$ cat config.mk
export PLATFORM = sky130hd
export DESIGN_NAME = pipe_stage_reg
export DESIGN_NICKNAME = d
export VERILOG_FILES = /design/src/rtl/pipe_stage_reg.sv
export SDC_FILE = /design/constraint.sdc
export NUM_CORES = 1
export LEC_CHECK = 0
export ABC_CLOCK_PERIOD_IN_PS = 1850
export CAP_MARGIN = 5
export CORE_MARGIN = 4
export CORE_UTILIZATION = 40
export CTS_BUF_LIST = sky130_fd_sc_hd__clkbuf_8
export DETAILED_ROUTE_END_ITERATION = 10
export PLACE_DENSITY = 0.85
export SETUP_SLACK_MARGIN = 0.02
export SLEW_MARGIN = 15
export SYNTH_ARGS = -nofsm -noshare
export SYNTH_HDL_FRONTEND = slang
export SYNTH_SLANG_ARGS = --single-unit
export TNS_END_PERCENT = 1
$ cat constraint.sdc
create_clock -name clk_in -period 1.85 [get_ports clk_in]
set_clock_uncertainty 0.2 [all_clocks]
set_input_delay 0.37 -clock clk_in [delete_from_list [all_inputs] [get_ports clk_in]]
set_output_delay 0.37 -clock clk_in [all_outputs]
set_load 0.1 [all_outputs]
$ cat src/rtl/pipe_stage_reg.sv
// pipe_stage_reg: ID->EXE pipeline stage register with a valid/ready handshake,
// flush priority and load-use hazard tags (is_load, rd) exported back to ID.
//
// Build option: define PIPE_SKID_BUF_EN to add a second (skid) entry so that
// up_ready_out is a registered term with no path from down_ready_in.
//
// Ports:
//   clk_in, reset_in (async, active-low)
//   flush_in                 kill every held entry on the next edge
//   up_valid_in/up_ready_out upstream handshake from ID
//   inst_in .. reg_we_in     ID payload
//   down_valid_out/down_ready_in downstream handshake to EXE
//   inst_out .. reg_we_out   EXE payload (head entry, bubble values when invalid)
//   inst_is_load_out, rd_out hazard tags for the ID stage
module pipe_stage_reg #(
  parameter int unsigned       DATA_W   = 32,
  parameter int unsigned       ADDR_W   = 32,
  parameter int unsigned       RDATA_W  = 32,
  parameter int unsigned       RADDR_W  = 5,
  parameter logic [DATA_W-1:0] NOP_INST = DATA_W'(32'h0000_0013),
  parameter logic [6:0]        LOAD_OPC = 7'b0000011
) (
  input  logic               clk_in,
  input  logic               reset_in,
  input  logic               flush_in,
  input  logic               up_valid_in,
  output logic               up_ready_out,
  input  logic [DATA_W-1:0]  inst_in,
  input  logic [ADDR_W-1:0]  inst_address_in,
  input  logic [RDATA_W-1:0] op1_in,
  input  logic [RDATA_W-1:0] op2_in,
  input  logic [RADDR_W-1:0] reg_waddr_in,
  input  logic               reg_we_in,
  output logic               down_valid_out,
  input  logic               down_ready_in,
  output logic [DATA_W-1:0]  inst_out,
  output logic [ADDR_W-1:0]  inst_address_out,
  output logic [RDATA_W-1:0] op1_out,
  output logic [RDATA_W-1:0] op2_out,
  output logic [RADDR_W-1:0] reg_waddr_out,
  output logic               reg_we_out,
  output logic               inst_is_load_out,
  output logic [RADDR_W-1:0] rd_out
);

  // One held instruction, including its precomputed hazard tags.
  typedef struct packed {
    logic [DATA_W-1:0]  inst;
    logic [ADDR_W-1:0]  addr;
    logic [RDATA_W-1:0] op1;
    logic [RDATA_W-1:0] op2;
    logic [RADDR_W-1:0] waddr;
    logic               we;
    logic               is_load;
    logic [RADDR_W-1:0] rd;
  } entry_t;

  // Bubble payload: NOP, everything cleared, PC retained.
  function automatic entry_t bubble(input logic [ADDR_W-1:0] addr);
    entry_t e;
    e.inst    = NOP_INST;
    e.addr    = addr;
    e.op1     = '0;
    e.op2     = '0;
    e.waddr   = '0;
    e.we      = 1'b0;
    e.is_load = 1'b0;
    e.rd      = '0;
    return e;
  endfunction

  entry_t head_q, head_d, in_entry;
  logic   head_valid_q, head_valid_d;
  logic   accept, retire;

  // Incoming entry with hazard tags derived from the instruction.
  always_comb begin : build_in_entry
    in_entry.inst    = inst_in;
    in_entry.addr    = inst_address_in;
    in_entry.op1     = op1_in;
    in_entry.op2     = op2_in;
    in_entry.waddr   = reg_waddr_in;
    in_entry.we      = reg_we_in;
    in_entry.is_load = (inst_in[6:0] == LOAD_OPC);
    in_entry.rd      = RADDR_W'(inst_in[11:7]);
  end

  assign retire = head_valid_q & down_ready_in;
  assign accept = up_valid_in & up_ready_out;

`ifdef PIPE_SKID_BUF_EN
  entry_t skid_q, skid_d;
  logic   skid_valid_q, skid_valid_d;

  // Ready only depends on skid occupancy, so it is a pure flop output.
  assign up_ready_out = ~skid_valid_q;

  // Next-state: flush beats everything; skid drains into head before new data.
  always_comb begin : next_state
    head_valid_d = head_valid_q;
    head_d       = head_q;
    skid_valid_d = skid_valid_q;
    skid_d       = skid_q;
    if (flush_in) begin
      head_valid_d = 1'b0;
      head_d       = bubble(head_q.addr);
      skid_valid_d = 1'b0;
    end else if (retire) begin
      if (skid_valid_q) begin
        head_valid_d = 1'b1;
        head_d       = skid_q;
        skid_valid_d = 1'b0;
      end else if (accept) begin
        head_valid_d = 1'b1;
        head_d       = in_entry;
      end else begin
        head_valid_d = 1'b0;
        head_d       = bubble(head_q.addr);
      end
    end else if (accept) begin
      if (head_valid_q) begin
        skid_valid_d = 1'b1;
        skid_d       = in_entry;
      end else begin
        head_valid_d = 1'b1;
        head_d       = in_entry;
      end
    end
  end

  always_ff @(posedge clk_in or negedge reset_in) begin : skid_reg
    if (!reset_in) begin
      skid_valid_q <= 1'b0;
      skid_q       <= '0;
    end else begin
      skid_valid_q <= skid_valid_d;
      skid_q       <= skid_d;
    end
  end
`else
  // Single entry: free when empty or when the head retires this cycle.
  assign up_ready_out = ~head_valid_q | down_ready_in;

  // Next-state: flush beats accept; accept with retire gives full throughput.
  always_comb begin : next_state
    head_valid_d = head_valid_q;
    head_d       = head_q;
    if (flush_in) begin
      head_valid_d = 1'b0;
      head_d       = bubble(head_q.addr);
    end else if (accept) begin
      head_valid_d = 1'b1;
      head_d       = in_entry;
    end else if (retire) begin
      head_valid_d = 1'b0;
      head_d       = bubble(head_q.addr);
    end
  end
`endif

  // Head register; outputs are taken straight from it.
  always_ff @(posedge clk_in or negedge reset_in) begin : head_reg
    if (!reset_in) begin
      head_valid_q <= 1'b0;
      head_q       <= bubble('0);
    end else begin
      head_valid_q <= head_valid_d;
      head_q       <= head_d;
    end
  end

  assign down_valid_out   = head_valid_q;
  assign inst_out         = head_q.inst;
  assign inst_address_out = head_q.addr;
  assign op1_out          = head_q.op1;
  assign op2_out          = head_q.op2;
  assign reg_waddr_out    = head_q.waddr;
  assign reg_we_out       = head_q.we;
  assign inst_is_load_out = head_q.is_load;
  assign rd_out           = head_q.rd;

endmodule

== Yosys cells after proc, flatten, opt, wreduce, memory -nomap -nowiden ==
Cells that the tools add are included.

* Reduce and logical (&&, ||, !) cells: 2
* Multiply operators: 0
* Multiplexer cells: 6
* Equal/unequal tests: 1
* Shift-type cells: 0
* Divide/modulo/power cells: 0
* Bitwise logic cells: 5
* $add $sub $neg: 0
* Magnitude comparators: 0

{| class="wikitable"
|+ Operators by type and width
! cell !! number
|-
| two-way mux 140 bit || 3
|-
| == test 7 x 2 -> 1 bit (second input constant) || 1
|-
| two-way mux 1 bit || 3
|-
| nonzero test 3 bit || 1
|-
| bitwise AND 1 bit || 2
|-
| inverter 1 bit || 2
|-
| AND reduction 2 bit || 1
|-
| bitwise OR 1 bit || 1
|}

* Bits in latches: 0
* RAM bits: 0
* Flip-flop bits (word level): 141
* Output and inout port bits: 142
* Memories: 0
* ROM bits: 0

== Longest topological paths before layout ==
* Depth in word-level cells: 5
* Gate-level depth with buffers: 5

== Least setup slack after synthesis ==
Ideal clock, no wire load.

* Path type: flip-flop to flip-flop
* Start: register head_valid_q (netlist: down_valid_out)
* End: register head_q (netlist bit inst_address_out[10])
* Path slack: -0.709 ns
* Arrival time: 2.233 ns
* Required time: 1.524 ns
* Buffers on the path: 1
* Cell stages (with the launch flop): 6
* Path through: dfrtp_1 > nor2b_2 > inv_2 > nand3b_4 > buf_4 > mux2_2

* Longest elaborated chain between the ends: 4
* Elaborated cells between the ends (all ways): 5
* Those cells by class: 1 x mux; 3 x bitwise; 1 x reduce/logical

{| class="wikitable"
|+ RTL lines
! item !! line !! text
|-
| start, declared || 73 || <nowiki>logic head_valid_q, head_valid_d;</nowiki>
|-
| start signal, assigned || 167 || <nowiki>head_valid_q <= head_valid_d;</nowiki>
|-
| inverter 1 bit (*) || 142 || <nowiki>assign up_ready_out = ~head_valid_q | down_ready_in;</nowiki>
|-
| bitwise OR 1 bit (*) || 142 ||
|-
| via up_ready_out || 27 || <nowiki>output logic up_ready_out,</nowiki>
|-
| bitwise AND 1 bit (*) || 89 || <nowiki>assign accept = up_valid_in & up_ready_out;</nowiki>
|-
| two-way mux 140 bit or AND reduction 2 bit (tied branches) || -- ||
|-
| end signal, assigned || 165 || <nowiki>head_q <= bubble('0);</nowiki>
|-
| end, declared || 72 || <nowiki>entry_t head_q, head_d, in_entry;</nowiki>
|}

Mark *: on every way through the listed nets, which the timed path passes. The rest lies on a longest branch.
A chain may end at the register's enable or synchronous reset.

== Final worst setup path ==
* Start: register head_valid_q (netlist: down_valid_out)
* End: output up_ready_out

* Longest elaborated chain between the ends: 2

{| class="wikitable"
|+ RTL lines
! item !! line
|-
| inverter 1 bit || 142
|-
| bitwise OR 1 bit || 142
|-
| end, declared || 27
|}

Every way passes these cells.

==> results.cfg <==
[global_route]
grt_pass1_wl_um = 27900
grt-ovfl-total = 0
antenna_found_initial = 0
grt_pass1_vias = 4674
grt_max_degree = 47
grt_usage_pct = 25.9

[floorplan]
fp-row-count = 40
die_h_um = 120
ios = 281
fp.dieW_um = 120
core_area_um2 = 12200
start_util_pct = 41.3
fp.dieArea_um2 = 14400

[power_and_ir_drop]
power_mw = 9.57
peakVddDrop_v = 0.000821
p_per_area_nw_per_um2 = 957
power_leakage_nw = 4.53

[synthesis]
synth_cells = 313
syn_area_um2 = 5020
yosys_warnings = 0
synthFlopType = dfrtp_1
synth_area_leaders = dfrtp_1 66%, a22o_1 17%, mux2_2 6.7%
synth-seq-cells = 136
synthesis.nets = 452
synth_largest_area_cell = dfrtp_1
synth-edff-count = 0
ys_types = 21
synth_top_area_share_pct = 66.3
ys_seq_area_share_pct = 67.9
syn-mean-instance-area_um2 = 16.0
async_flop_share_pct = 100

[cts]
htreeDepth = 4
cts_buffers = 17
clk_pin_slew_worst_paths_ns = 0.07
clockBufferDepth = 2
cts_tree = yes
clockRootBuffer = clkbuf_8
clk_latency_ns = 0.44
cts_sinks = 136

[run]
max_cap_viol_count = 0

[sta]
rsz0062_at_grt = yes
setup_viol = 2
worst_pin_slew_ns = 0.458
fmax_ghz = 0.535
drv_slew = 0
whs_ns = 0.239
fin_setup_tns_ns = -0.0403
relSlewSlack_pct = 69.5
period_needed_ns = 1.87
post-route-period-util_pct = 101
setup_slack_ns = -0.0208
final_hold_viol_count = 0

[setup_path]
critical_path_buf_inv_count = 2
critPathKind = flop to output port
setup.worst_path.start_class = flop
cp.required_ns = 1.28
cp-end-kind = output port
path_cells = nor2b_4, inv_8, buf_12
crit_fanout = 2
cp.arrival_ns = 1.30
crit_family = flip-flops
cpMaxStageDelayCell = dfrtp_4
slowest_delay_ns = 0.48

[route]
drtPass1Iterations = 4
drc = 0
ant_nets = 0
wl_um = 18000
drt_iter0_drc = 308
vias_per_cell = 5.26
wire_per_inst_um = 22.8
vias = 4164

[finish]
area_growth_pct = 99.3
layout.nets = 750
postLayoutCellArea_um2 = 10000
diodes = 0
drive_gt1_share_pct = 38.0
postLayoutCoreUtil_pct = 82.3

[placement]
dpl_cell_area_um2 = 9550
port_buffers = 280
dpl.hpwl_um = 14000
place.gp.congestion = 0.793

[worst_hold_path]
hold_class = input pin to asynchronous set/reset pin

[outcome]
violations = negative setup slack
status = finished with violations
-- per-layer routing --
layer / wire length, um / part of all wire [%] / vias up / track usage [%]
met5: 0 / 0 / - / 0
met3: 1540 / 8.5 / 60 / 8.25
met4: 843 / 4.7 / 0 / 14.0
met1: 6170 / 34 / 2085 / 28.6
li1: - / - / 1782 / -
met2: 9480 / 53 / 237 / 44.4
-- cell usage in the layout, fill, tap and decap left out, types with 2 or more instances in the layout --
master / synthesis / routed
a22o_1: 99 / 99
mux2_2: 30 / 30
dfstp_2: 3 / 3
dfrtp_1: 133 / 132
buf_4: 17 / 8
nor2_1: 3 / 3
clkdlybuf4s50_1: 0 / 137
o22a_1: 2 / 2
buf_6: 11 / 6
inv_1: 1 / 7
clkbuf_8: 0 / 22
clkinv_2: 0 / 4
buf_12: 0 / 155
-- flip-flops by register name, summed over array words and instances (netlist names) --
signal and count:
down_valid_out 1, inst_address_out 32, inst_is_load_out 1, inst_out 32
op1_out 32, op2_out 32, reg_waddr_out 5, reg_we_out 1
-- cells by family (layout without fill, tap and decap cells) --
logic type,count (synthesis),in the layout,share of synthesized area [%]
multiplexers,32,32,7.18
flip-flops,136,136,67.9
AO/OA/AOI/OAI,105,105,18.3
AND/OR/NAND/NOR,8,8,1.30
buffers and inverters,32,343,5.31
-- stage by stage --
step,setup slack [ns],cells
3_3_place_gp,-0.261,754
6_report,-0.0208,792
4_1_cts,-0.0482,792
2_1_floorplan,-0.107,313
5_1_grt,-0.0669,792
3_5_place_dp,-0.318,754
-- path summary, 6_finish.rpt --
kind | startpoint | endpoint | slack [ns] | depth (start not counted)
worst max-delay path | down_valid_out | up_ready_out | -0.02 | 3
worst min-delay path | reset_in | op2_out[5] | 0.24 | 2
worst max register to register | down_valid_out | inst_address_out[15] | -0.02 | 6
worst min register to register | inst_out[4] | inst_out[4] | 0.34 | 1
max in group asynchronous | reset_in | inst_out[0] | 0.61 | 3
min in group clk_in | inst_in[1] | inst_out[1] | 0.31 | 2
-- synthesized netlist by cell type, types with 2 or more instances --
cell / count
dfrtp_1: 133
a22o_1: 99
mux2_2: 30
buf_4: 17
buf_6: 11
dfstp_2: 3
nor2_1: 3
clkbuf_1: 2
mux2_1: 2
o22a_1: 2
-- power breakdown --
part	switching (mW)	internal (mW)
registers	0.295	3.22
clock network	1.08	1.07
logic	2.38	1.52
total	3.76	5.81
-- repair_timing --
item | 4_1_cts | 5_1_grt
hold buffers | 1 | 0
gates cloned | 1 | 0
setup endpoints to repair | 2 | 74
gates resized for setup | 10 | 2
endpoints found under the hold margin | 69 | 0
pin swaps | 4 | 9
buffers inserted | 5 | 0
-- area by class of cell --
cell class | count | area, um^2
fillers | 570 | 2160
repair buffers | 309 | 4650
well taps | 168 | 210
clock inverters | 10 | 42.5
clock buffers | 22 | 303
inverters | 2 | 15.0
multi-input cells | 145 | 1370
flip-flops and latches | 136 | 3410
No activity file was read; power rests on OpenSTA's default activity.
